$ cat config.mk
export PLATFORM = sky130hd
export DESIGN_NAME = regfile_mp
export DESIGN_NICKNAME = d
export VERILOG_FILES = /design/src/rtl/regfile_mp.sv
export SDC_FILE = /design/constraint.sdc
export NUM_CORES = 1
export LEC_CHECK = 0
export BUFFER_PORTS_ARGS = -buffer_cell sky130_fd_sc_hd__buf_2
export CORE_ASPECT_RATIO = 0.5
export CORE_MARGIN = 5
export CORE_UTILIZATION = 55
export DETAILED_ROUTE_END_ITERATION = 7
export PLACE_DENSITY = 0.77
export SLEW_MARGIN = 25
export SYNTH_ARGS = -nofsm -noshare
export SYNTH_HDL_FRONTEND = slang
export SYNTH_SLANG_ARGS = --single-unit
$ cat constraint.sdc
create_clock -name clk -period 3.1 [get_ports clk]
set_input_delay 0.93 -clock clk [delete_from_list [all_inputs] [get_ports clk]]
set_output_delay 0.93 -clock clk [all_outputs]
set_load 0.01 [all_outputs]
$ cat src/rtl/regfile_mp.sv
// regfile_mp: multi-port register file with a per-register busy scoreboard.
// One write port, two combinational read ports (A/B), and a busy bit per
// register that a long-latency producer sets via claim and clears on write.
// Optional bypass forwards same-cycle write data to matching read ports.
module regfile_mp #(
  parameter int DATA_WIDTH = 16,
  parameter int NUM_REGS   = 8,
  parameter int ADDR_WIDTH = 3,
  parameter int BYPASS     = 0
) (
  input  logic                  clk,
  input  logic                  reset_n,
  input  logic [DATA_WIDTH-1:0] data_in,
  input  logic [ADDR_WIDTH-1:0] writenum,
  input  logic                  write,
  input  logic                  claim,
  input  logic [ADDR_WIDTH-1:0] claimnum,
  input  logic [ADDR_WIDTH-1:0] readnum_a,
  input  logic [ADDR_WIDTH-1:0] readnum_b,
  output logic [DATA_WIDTH-1:0] data_out_a,
  output logic [DATA_WIDTH-1:0] data_out_b,
  output logic                  busy_a,
  output logic                  busy_b,
  output logic [NUM_REGS-1:0]   busy_vec
);

  localparam bit BYP_EN = (BYPASS != 0);

  logic [DATA_WIDTH-1:0] regs_q [NUM_REGS];
  logic [DATA_WIDTH-1:0] regs_d [NUM_REGS];
  logic [NUM_REGS-1:0]   busy_q;
  logic [NUM_REGS-1:0]   busy_d;

  logic hit_a;
  logic hit_b;

  // Next-state: write stores data and retires the producer; a claim on the
  // same edge is applied last so the new producer supersedes the write.
  always_comb begin
    regs_d = regs_q;
    busy_d = busy_q;
    if (write) begin
      regs_d[writenum] = data_in;
      busy_d[writenum] = 1'b0;
    end
    if (claim) begin
      busy_d[claimnum] = 1'b1;
    end
  end

  // State registers; async reset clears data and drops all pending claims.
  always_ff @(posedge clk or negedge reset_n) begin
    if (!reset_n) begin
      for (int i = 0; i < NUM_REGS; i++) begin
        regs_q[i] <= '0;
      end
      busy_q <= '0;
    end else begin
      regs_q <= regs_d;
      busy_q <= busy_d;
    end
  end

  // Read ports; bypass is gated by reset_n so outputs stay zero in reset.
  always_comb begin
    hit_a = BYP_EN && reset_n && write && (writenum == readnum_a);
    hit_b = BYP_EN && reset_n && write && (writenum == readnum_b);

    data_out_a = regs_q[readnum_a];
    busy_a     = busy_q[readnum_a];
    if (hit_a) begin
      data_out_a = data_in;
      busy_a     = claim && (claimnum == readnum_a);
    end

    data_out_b = regs_q[readnum_b];
    busy_b     = busy_q[readnum_b];
    if (hit_b) begin
      data_out_b = data_in;
      busy_b     = claim && (claimnum == readnum_b);
    end

    busy_vec = busy_q;
  end

endmodule

==> impl_metrics.csv <==
group,metric,value,unit
clock_network,clockBufferDepth,2,
route,via_count,4506,
power_and_ir_drop,power.share.sequential,0.396,
synthesis,synth_commonest_cells,"153 x mux2_2, 136 x dfrtp_1, 52 x mux4_1",
clock_network,cts_sinks,136,
synthesis,synth.most_common_cell,"mux2_2",
clock_network,htreeDepth,4,
floorplan,initial_core_util,0.560,
sta,timing.final.crit_share,1.03,
power_and_ir_drop,p_int,4.62,mW
cells_and_area,drive_gt1_frac,0.675,
critical_path,crit_chain,"buf_12 -> buf_12 -> mux4_4 -> mux2_4 -> buf_6",
critical_path,critPathCaptureType,"primary output",
critical_path,critPathKind,"input pin to primary output",
min_path,min_path_cells,1,
route,vias_per_cell,6.22,
clock_network,ctsHoldBuffers,0,
floorplan,core,0.0136,mm²
power_and_ir_drop,vdd.ir_drop.worst,0.426,mV
critical_path,start_kind,"input pin",
grt,grt-ovfl-total,0,
critical_path,worstPathArrival,2.25,ns
power_and_ir_drop,pwr-share-comb,0.245,
power_and_ir_drop,p_leak,3.89,nW
placement,gp_congestion,0.788,
synthesis,synth_top_area_frac,0.448,
synthesis,yosys.area.top_type,"dfrtp_1",
critical_path,critPathTopFamily,"multiplexers",
synthesis,synth.ff_latch_count,136,
synthesis,ys_warn_count,0,
critical_path,reg2regPathDepth,1,
run,maxCapViolCount,0,
sta,finalHoldViolations,0,
floorplan,dieWidth,176,µm
cells_and_area,n_fill_cell,916,
power_and_ir_drop,p_switching,1.65,mW
cells_and_area,multi_input_area,0.00373,mm²
cells_and_area,regArea,0.00340,mm²
synthesis,ys_types,23,
run_status,failed_checks,"setup timing",
synthesis,yosys-top-cells-area,"dfrtp_1 45%, mux2_2 23%, mux4_1 18%",
critical_path,path_buf_inv,3,
sta,slew_headroom,0.554,
power_and_ir_drop,p_clk_frac,0.360,
critical_path,crit_path_start,"readnum_b[0]",
critical_path,path_common_cell,"buf_12",
run_status,outcome,"complete, but fails checks",
placement,dp_hpwl,10.7,mm
synthesis,synth_nets,461,
min_path,worstHoldStart,"regs_q[33]",
grt,grt_max_degree,53,
grt,grt_pass1_vias,4896,
placement,port_buffers,73,
sta,finalWorstSetupSlack,-0.0784,ns
clock_network,clk_pin_slew_worst_paths,0.06,ns
min_path,min_path_type,"flop to flop",
synthesis,netlist_area,0.00759,mm²
grt,grt_usage,0.233,
sta,tns,-0.346,ns
route,ant_nets,0,
power_and_ir_drop,sw_frac_of_total,0.263,
critical_path,required,2.17,ns
min_path,min_to,"regs_q[33]",
sta,fmax,315,MHz
clock_network,clock_latency,0.41,ns
synthesis,syn_inst,429,
synthesis,avgSynthCellArea,17.7,µm²
route,drc,0,
route,drtIter0Drc,368,
cells_and_area,fin_area,0.00902,mm²
floorplan,io_pins,74,
floorplan,rows,30,
critical_path,crit_fanout,8,
critical_path,slowest_stage,"mux4_4",
floorplan,dieArea,0.0164,mm²
sta,drv_slew,0,
cells_and_area,num-nets-final,551,
clock_network,cts-root-buf,"clkbuf_16",
synthesis,synthArstFlopShare,1.00,
cells_and_area,areaGrowthSynthToFinish,18.8,%
cells_and_area,instances_no_fill,724,
sta,tightest_slew,0.669,ns
synthesis,yosysSeqAreaShare,0.448,
critical_path,timing.rr.end,"regs_q[5]",
cells_and_area,n_antenna_cell,0,
route,wl_per_cell,24.8,µm
route,drt-pass1-iter-count,4,
sta,fin_skew,0,ns
sta,rsz0062_at_grt,"true",
placement,place_area,0.00821,mm²
critical_path,critPathMaxStageDelay,0.63,ns
critical_path,reg2reg_from,"regs_q[5]",
clock_network,tritoncts,"yes",
floorplan,die_h,93.1,µm
grt,antenna_found_initial,0,
power_and_ir_drop,p_per_area,695,mW/mm²
sta,period_needed,3.18,ns
grt,grt_pass1_wl,28.8,mm
critical_path,ff2ff_setup_slack,2.27,ns
clock_network,cts_buffers,17,
route,routed_wl,17.9,mm
sta,finalSetupViolCount,11,
placement,place_inst,685,
synthesis,synth-edff-count,0,
synthesis,synthFlopType,"dfrtp_1",
-- cells in the final DEF (no fill, tap or decap), drive strengths merged --
cell and instances:
mux2 162, nor4bb 2, clkinv 4, a32o 3
clkbuf 18, and4 1, bufinv 5, nor2b 3
nor2 1, and4bb 1, o2bb2ai 3, o32ai 1
mux4 68, buf 107, inv 8, nor4b 1
nand2 2, dfrtp 136, clkinvlp 2, nand4b 3
o22ai 1
-- power groups by stage --
stage	Sequential, mW	Combinational (mW)	Clock (mW)
floorplan	2.37	1.04	0
global placement	2.44	1.37	0
detailed placement	2.47	1.41	0
CTS	2.46	1.51	2.29
global route	2.52	1.65	2.37
finish	2.48	1.53	2.25
-- flip-flops by register name (all words and copies together) (netlist names) --
name and count:
regs_q 128, busy_vec 8
-- logic make-up (layout without fill, tap and decap cells) --
group / Yosys count / count (layout) / share of synthesized area
multiplexers: 230 / 230 / 0.473
flip-flops: 136 / 136 / 0.448
buffers and inverters: 41 / 144 / 0.0507
AND/OR/NAND/NOR: 14 / 14 / 0.0185
AO/OA/AOI/OAI: 8 / 8 / 0.00939
-- worst max-delay path by stage --
| stage | cells past startpoint | slack, ns | end |
|---|---|---|---|
| 2_1_floorplan | 4 | 0.15 | data_out_a[0] |
| 3_3_place_gp | 5 | -0.21 | busy_a |
| 3_5_place_dp | 5 | -0.21 | busy_a |
| 4_1_cts | 5 | -0.08 | data_out_b[14] |
| 5_1_grt | 5 | -0.09 | busy_a |
| 6_report | 5 | -0.08 | data_out_b[14] |
-- metal layers --
metal / up-vias / track usage / routed length (µm)
met2: 161 / 0.384 / 9010
met1: 2431 / 0.311 / 7600
met4: 0 / 0.0713 / 255
met3: 20 / 0.0549 / 1080
li1: 1894 / - / -
met5: - / 0 / 0
-- final cells by class --
cell class,instances,area share
timing repair buffer,107,0.107
tap,192,0.0266
multi-input combinational,252,0.414
clock buffer,18,0.0487
sequential,136,0.377
inverter,5,0.00208
clock inverter,14,0.0243
-- timing repair --
action	CTS	global route
resized for setup	55	18
endpoints found under the setup margin	34	25
gates cloned	4	0
setup buffers	3	0
-- stage by stage --
step,power (mW),hold WS (ns),util,setup slack (ns)
2_1_floorplan,3.41,0.485,-,0.145
3_3_place_gp,3.81,0.494,0.606,-0.209
3_5_place_dp,3.88,0.506,0.606,-0.214
4_1_cts,6.26,0.523,0.665,-0.0782
5_1_grt,6.54,0.534,0.666,-0.0938
6_report,6.27,0.522,0.666,-0.0784
(Power assumes the default switching activity.)
